## config.mk

```make
export PLATFORM = sky130hd
export DESIGN_NAME = rf_write_sequencer
export DESIGN_NICKNAME = d
export VERILOG_FILES = /design/src/rtl/rf_write_sequencer.sv
export SDC_FILE = /design/constraint.sdc
export NUM_CORES = 1
export LEC_CHECK = 0
export BUFFER_PORTS_ARGS = -buffer_cell sky130_fd_sc_hd__buf_2
export CELL_PAD_IN_SITES_DETAIL_PLACEMENT = 1
export CELL_PAD_IN_SITES_GLOBAL_PLACEMENT = 1
export CORE_MARGIN = 4
export CORE_UTILIZATION = 36
export CTS_BUF_LIST = sky130_fd_sc_hd__clkbuf_8
export CTS_CLUSTER_DIAMETER = 30
export DETAILED_ROUTE_END_ITERATION = 10
export GPL_TIMING_DRIVEN = 0
export PLACE_DENSITY_LB_ADDON = 0.2
export RECOVER_POWER = 50
export SLEW_MARGIN = 25
export SYNTH_ARGS = -nofsm -noshare
export SYNTH_HDL_FRONTEND = slang
export SYNTH_SLANG_ARGS = --single-unit
```

## constraint.sdc

```tcl
create_clock -name Clk -period 1.64 [get_ports Clk]
set_input_delay 0.328 -clock Clk [delete_from_list [all_inputs] [get_ports Clk]]
set_output_delay 0.328 -clock Clk [all_outputs]
set_load 0.01 [all_outputs]
```

## src/rtl/rf_write_sequencer.sv

```systemverilog
// Register-file write sequencer: turns normal, CALL-link and trap-entry requests
// into one or two write-port cycles, with stall handling and a deferred trap.
module rf_write_sequencer (
  input  logic       Clk,
  input  logic       Reset_n,
  input  logic       Norm_Req,
  input  logic       Call_Req,
  input  logic       Trap_Req,
  input  logic [4:0] IR_RD,
  input  logic       Stall,
  output logic [2:0] MUX_RFDest,
  output logic [1:0] MUX_RFSrc,
  output logic       RF_Write_En,
  output logic       Busy,
  output logic       Done
);

  localparam logic [2:0] S_IDLE        = 3'd0;
  localparam logic [2:0] S_WR_NORM     = 3'd1;
  localparam logic [2:0] S_WR_CALL     = 3'd2;
  localparam logic [2:0] S_WR_TRAP_PC  = 3'd3;
  localparam logic [2:0] S_WR_TRAP_NPC = 3'd4;
  localparam logic [2:0] S_DONE        = 3'd5;

  localparam logic [2:0] DEST_IR_RD = 3'b000;
  localparam logic [2:0] DEST_G0    = 3'b001;
  localparam logic [2:0] DEST_R15   = 3'b010;
  localparam logic [2:0] DEST_R17   = 3'b011;
  localparam logic [2:0] DEST_R18   = 3'b100;

  localparam logic [1:0] SRC_ALU = 2'b00;
  localparam logic [1:0] SRC_PC  = 2'b01;
  localparam logic [1:0] SRC_NPC = 2'b10;

  logic [2:0] state_q, state_d;
  logic [4:0] rdLatch_q, rdLatch_d;
  logic       trapPend_q, trapPend_d;
  logic       wrState;

  always_comb begin
    state_d    = state_q;
    rdLatch_d  = rdLatch_q;
    trapPend_d = trapPend_q;
    case (state_q)
      S_IDLE: begin
        if (Trap_Req) begin
          state_d = S_WR_TRAP_PC;
        end else if (Call_Req) begin
          state_d = S_WR_CALL;
        end else if (Norm_Req) begin
          state_d   = S_WR_NORM;
          rdLatch_d = IR_RD;
        end
      end
      // A trap arriving during a single write is remembered and run right after DONE.
      S_WR_NORM, S_WR_CALL: begin
        if (Trap_Req) trapPend_d = 1'b1;
        if (!Stall)   state_d    = S_DONE;
      end
      S_WR_TRAP_PC: begin
        if (!Stall) state_d = S_WR_TRAP_NPC;
      end
      S_WR_TRAP_NPC: begin
        if (!Stall) state_d = S_DONE;
      end
      S_DONE: begin
        if (trapPend_q) begin
          state_d    = S_WR_TRAP_PC;
          trapPend_d = 1'b0;
        end else begin
          state_d = S_IDLE;
        end
      end
      default: state_d = S_IDLE;
    endcase
  end

  always_ff @(posedge Clk or negedge Reset_n) begin
    if (!Reset_n) begin
      state_q    <= S_IDLE;
      rdLatch_q  <= 5'd0;
      trapPend_q <= 1'b0;
    end else begin
      state_q    <= state_d;
      rdLatch_q  <= rdLatch_d;
      trapPend_q <= trapPend_d;
    end
  end

  // Writes to G0 are steered to the G0 select with the strobe suppressed.
  always_comb begin
    MUX_RFDest = DEST_G0;
    MUX_RFSrc  = SRC_ALU;
    wrState    = 1'b0;
    case (state_q)
      S_WR_NORM: begin
        if (rdLatch_q != 5'd0) begin
          MUX_RFDest = DEST_IR_RD;
          wrState    = 1'b1;
        end
      end
      S_WR_CALL: begin
        MUX_RFDest = DEST_R15;
        MUX_RFSrc  = SRC_PC;
        wrState    = 1'b1;
      end
      S_WR_TRAP_PC: begin
        MUX_RFDest = DEST_R17;
        MUX_RFSrc  = SRC_PC;
        wrState    = 1'b1;
      end
      S_WR_TRAP_NPC: begin
        MUX_RFDest = DEST_R18;
        MUX_RFSrc  = SRC_NPC;
        wrState    = 1'b1;
      end
      default: begin
        MUX_RFDest = DEST_G0;
        MUX_RFSrc  = SRC_ALU;
        wrState    = 1'b0;
      end
    endcase
  end

  assign RF_Write_En = wrState & ~Stall;
  assign Busy        = (state_q != S_IDLE);
  assign Done        = (state_q == S_DONE);

endmodule

```

==> metrics.txt <==
# TYPE chip_impl_metric gauge
chip_impl_info{name="outcome",value="finished, violations left"} 1
chip_impl_info{name="violations",value="negative setup slack"} 1
chip_impl_metric{name="worstPathRequired",unit="ns"} 1.31
chip_impl_metric{name="antenna_violations_before_repair",unit=""} 0
chip_impl_metric{name="layout_worst_path_cycle_share",unit="%"} 116.2
chip_impl_info{name="synthTopCellsByCount",value="9 x dfrtp_1, 5 x a21oi_1, 5 x mux2_2, 5 x nor2b_1"} 1
chip_impl_metric{name="place.gp.congestion",unit=""} 0.8275
chip_impl_info{name="ys_dominant_reg_cell",value="dfrtp_1"} 1
chip_impl_info{name="crit-reg2reg-launch",value="state_q[0]"} 1
chip_impl_metric{name="finalNonFillerCells",unit=""} 97
chip_impl_metric{name="clock-skew-final",unit="ns"} 0.002264
chip_impl_metric{name="power.density",unit="nW/um^2"} 1921
chip_impl_info{name="cts-root-buf",value="clkbuf_8"} 1
chip_impl_info{name="yosysMostFrequentCell",value="dfrtp_1"} 1
chip_impl_metric{name="wirelength",unit="mm"} 1.331
chip_impl_metric{name="numCtsBuffers",unit=""} 3
chip_impl_metric{name="switchingPower",unit="uW"} 532.8
chip_impl_metric{name="synth_compound_gate_area_share",unit="%"} 16.14
chip_impl_metric{name="cellInternalPower",unit="uW"} 926.3
chip_impl_metric{name="final_layout_size_suffix_gt1_share",unit="%"} 50.00
chip_impl_metric{name="postSynthCellCount",unit=""} 54
chip_impl_metric{name="syn-num-nets",unit=""} 65
chip_impl_metric{name="fp.dieArea",unit="um^2"} 2114
chip_impl_metric{name="max-cap-violations",unit=""} 0
chip_impl_metric{name="synth-simple-area-share",unit="%"} 22.41
chip_impl_metric{name="pwr-share-seq",unit="%"} 29.4
chip_impl_metric{name="grt_first_pass_wirelength",unit="mm"} 2.049
chip_impl_metric{name="fmax",unit="MHz"} 524.9
chip_impl_metric{name="synth-seq-cells",unit=""} 9
chip_impl_metric{name="finalSetupTns",unit="ns"} -0.4483
chip_impl_metric{name="worst-slew-pin-transition",unit="ns"} 0.4664
chip_impl_info{name="critical_path.slowest_cell",value="or3_4"} 1
chip_impl_metric{name="power.static_leakage",unit="nW"} 0.3755
chip_impl_metric{name="coreArea",unit="um^2"} 1334
chip_impl_metric{name="die_height",unit="um"} 45.98
chip_impl_metric{name="maxSlewHeadroom",unit="%"} 68.90
chip_impl_metric{name="grt_overflow_total",unit=""} 0
chip_impl_info{name="hold_removal_path_class",value="in -> reg"} 1
chip_impl_metric{name="placedCellCount",unit=""} 87
chip_impl_metric{name="worstPathArrival",unit="ns"} 1.58
chip_impl_info{name="critPathCaptureType",value="primary output"} 1
chip_impl_info{name="clock_tree_from_tritoncts",value="done"} 1
chip_impl_metric{name="post_synth_instance_area",unit="um^2"} 519.2
chip_impl_metric{name="ir_worst_vdd",unit="mV"} 0.8786
chip_impl_metric{name="worstHoldPathCells",unit=""} 2
chip_impl_metric{name="whs",unit="ns"} 0.3323
chip_impl_metric{name="finalInstanceArea",unit="um^2"} 759.5
chip_impl_info{name="critical_path_class",value="reg -> out"} 1
chip_impl_metric{name="initialDrtViolationCount",unit=""} 4
chip_impl_metric{name="final-max-slew-violation-count",unit=""} 0
chip_impl_metric{name="worstPathMaxFanout",unit=""} 2
chip_impl_info{name="worst_r2r_endpoint",value="rdLatch_q[4]"} 1
chip_impl_metric{name="cts_htree_levels",unit=""} 1
chip_impl_metric{name="synthXorXnorAreaFrac",unit="%"} 1.687
chip_impl_metric{name="floorplan.die.width",unit="um"} 45.98
chip_impl_metric{name="final_antenna_net_count",unit=""} 0
chip_impl_metric{name="report.final.setup_viol",unit=""} 2
chip_impl_metric{name="cts_sinks",unit=""} 9
chip_impl_metric{name="clock_path_buffers",unit=""} 2
chip_impl_metric{name="synthesis_to_finish_area_growth",unit="%"} 46.26
chip_impl_metric{name="clock_power_share",unit="%"} 16.4
chip_impl_metric{name="report.final.hold_viol_count",unit=""} 0
chip_impl_metric{name="cpPeakStageDelay",unit="ns"} 0.39
chip_impl_metric{name="port-buffer-count",unit=""} 18
chip_impl_info{name="crit_path_from",value="rdLatch_q[3]"} 1
chip_impl_metric{name="dpl_cell_area",unit="um^2"} 628.1
chip_impl_info{name="hold-path-endpoint",value="rdLatch_q[0]"} 1
chip_impl_metric{name="timing.reg2reg.worst_path_depth",unit=""} 3
chip_impl_metric{name="synthDominantCellAreaShare",unit="%"} 43.37
chip_impl_metric{name="synth_sequential_area_ratio",unit="%"} 43.37
chip_impl_info{name="min-delay-start",value="IR_RD[0]"} 1
chip_impl_metric{name="synth.distinct_cells",unit=""} 22
chip_impl_metric{name="layout.core_utilization",unit="%"} 56.94
chip_impl_metric{name="synth-edff-count",unit=""} 0
chip_impl_metric{name="reg2reg_slack",unit="ns"} 0.29
chip_impl_metric{name="grt_max_degree",unit=""} 12
chip_impl_info{name="grt_setup_unrepaired",value="yes"} 1
chip_impl_metric{name="drt_pre_antenna_iters",unit=""} 2
chip_impl_metric{name="postSynthAreaPerCell",unit="um^2"} 9.616
chip_impl_info{name="critical_path.startpoint_type",value="flip-flop"} 1
chip_impl_metric{name="fillerInstances",unit=""} 161
chip_impl_info{name="cp_cell_sequence",value="or3_4 > o311a_1 > a211oi_2 > buf_2"} 1
chip_impl_metric{name="initial_cell_density_of_the_core",unit="%"} 38.93
chip_impl_metric{name="insertion_delay",unit="ns"} 0.22
chip_impl_info{name="leading_cell_types_by_total_area_after_synthesis",value="dfrtp_1 43%, mux2_2 11%, nor2b_1 6.0%"} 1
chip_impl_info{name="synth_top_family_by_area",value="simple AND/OR/NAND/NOR gates"} 1
chip_impl_metric{name="post_synth_fa_ha_maj_area_fraction",unit="%"} 0
chip_impl_metric{name="route.detailed.wl_per_inst",unit="um"} 13.72
chip_impl_metric{name="place_worst_setup_slack",unit="ns"} -0.08507
chip_impl_info{name="synth.largest_area_cell",value="dfrtp_1"} 1
chip_impl_metric{name="drc",unit=""} 0
chip_impl_metric{name="detail_route.vias_per_cell",unit=""} 5.258
chip_impl_metric{name="sw_share",unit="%"} 36.52
chip_impl_metric{name="final_period_minus_worst_setup_slack",unit="ns"} 1.905
chip_impl_metric{name="timing.final.ws_setup",unit="ns"} -0.2652
chip_impl_metric{name="clk_pin_slew",unit="ns"} 0.04
chip_impl_metric{name="yosysWarnings",unit=""} 0
chip_impl_metric{name="num-nets-final",unit=""} 94
chip_impl_metric{name="number_of_top_level_pins",unit=""} 19
chip_impl_metric{name="power_frac_comb",unit="%"} 54.3
chip_impl_metric{name="muxShareOfSynthArea",unit="%"} 10.84
chip_impl_metric{name="antennaDiodeCount",unit=""} 0
chip_impl_metric{name="place_hpwl",unit="um"} 958.1
chip_impl_metric{name="num_vias",unit=""} 510
chip_impl_metric{name="grt_pass1_vias",unit=""} 466
chip_impl_metric{name="report.power.total",unit="mW"} 1.459
chip_impl_metric{name="globalRouteTotalUtil",unit="%"} 13.46
chip_impl_metric{name="asyncSetResetFlopFracSynth",unit="%"} 100.0
chip_impl_metric{name="rows",unit=""} 13
==> cells by family (layout without fill, tap and decap cells) <==
family / after synthesis / after routing
AOI/OAI and AO/OA: 13 / 13
xor gates and xnor gates: 1 / 1
buffers and inverters: 6 / 34
DFF: 9 / 9
muxes: 5 / 5
and+or+nand+nor: 20 / 20
==> flip-flops by register name, indices dropped and copies added, names as in the netlist <==
register    cells
trapPend_q      1
rdLatch_q       5
state_q         3
==> what timing repair did <==
| action | in CTS | in global routing |
|---|---|---|
| pin swaps | 3 | 2 |
| hold endpoints to repair | 9 | 0 |
| setup buffers | 1 | 5 |
| setup endpoints to repair | 5 | 5 |
| hold buffers | 1 | 0 |
| gates resized for setup | 5 | 4 |
==> how the worst max path moves through the flow <==
stage,endpoint,cells past startpoint,slack [ns]
global route,MUX_RFDest[0],4,-0.34
CTS,MUX_RFDest[0],4,-0.32
detailed placement,MUX_RFDest[0],4,-0.09
floorplan,MUX_RFDest[0],3,0.03
global placement,MUX_RFDest[0],4,-0.07
finish,MUX_RFDest[0],4,-0.27
==> critical path: cells and delay by family, from the launching register on <==
family                 cells  cell delay, ns
and+or+nand+nor            1            0.39
AOI/OAI and AO/OA          2            0.44
DFF                        1            0.37
buffers and inverters      1            0.15
==> power by group through the flow <==
stage                     Clock [mW]  Sequential, mW  Combinational, mW
after floorplan                    0           0.378              0.459
after global placement             0           0.394              0.630
after detailed placement           0           0.400              0.645
after CTS                      0.245           0.434              0.669
after global routing           0.262           0.443              0.887
final                          0.239           0.429              0.792
==> cell usage in the layout (no fill, tap or decap) <==
cell           Yosys  layout
clkbuf_1           1       1
clkbuf_8           0       3
or2_2              2       2
nand2_1            1       1
o21ai_0            4       4
a211oi_2           1       1
mux2_2             5       5
inv_1              2       3
buf_6              0       3
or3_4              0       2
nor2b_1            5       5
nor2_1             4       4
buf_4              1       7
nand3_1            1       1
dlygate4sd3_1      0       1
a22oi_1            1       1
dfrtp_2            0       1
a21oi_1            5       5
nor3b_4            0       1
o311ai_1           0       1
and3b_1            1       1
buf_2              2      16
xor2_1             1       1
dfrtp_1            9       8
o311a_1            1       1
nor3_1             3       3
==> final cells by class <==
cell class | instances | area (um^2) | share of cell area (%)
Clock buffer | 3 | 41.29 | 5.437
Inverter | 2 | 7.507 | 0.9885
Tap cell | 15 | 18.77 | 2.471
Clock inverter | 1 | 3.754 | 0.4942
Multi-Input combinational cell | 39 | 281.5 | 37.07
Sequential cell | 9 | 226.5 | 29.82
Timing Repair Buffer | 25 | 156.4 | 20.59
Buffer | 3 | 23.77 | 3.130
==> routing by layer <==
metal	vias up	GRT usage, %	routed length [um]
met5	-	0	0
met2	13	21.70	699
met1	249	17.68	547
met3	2	1.186	75
li1	246	-	-
met4	0	6.818	9
No activity file was read; power rests on OpenSTA's default activity.
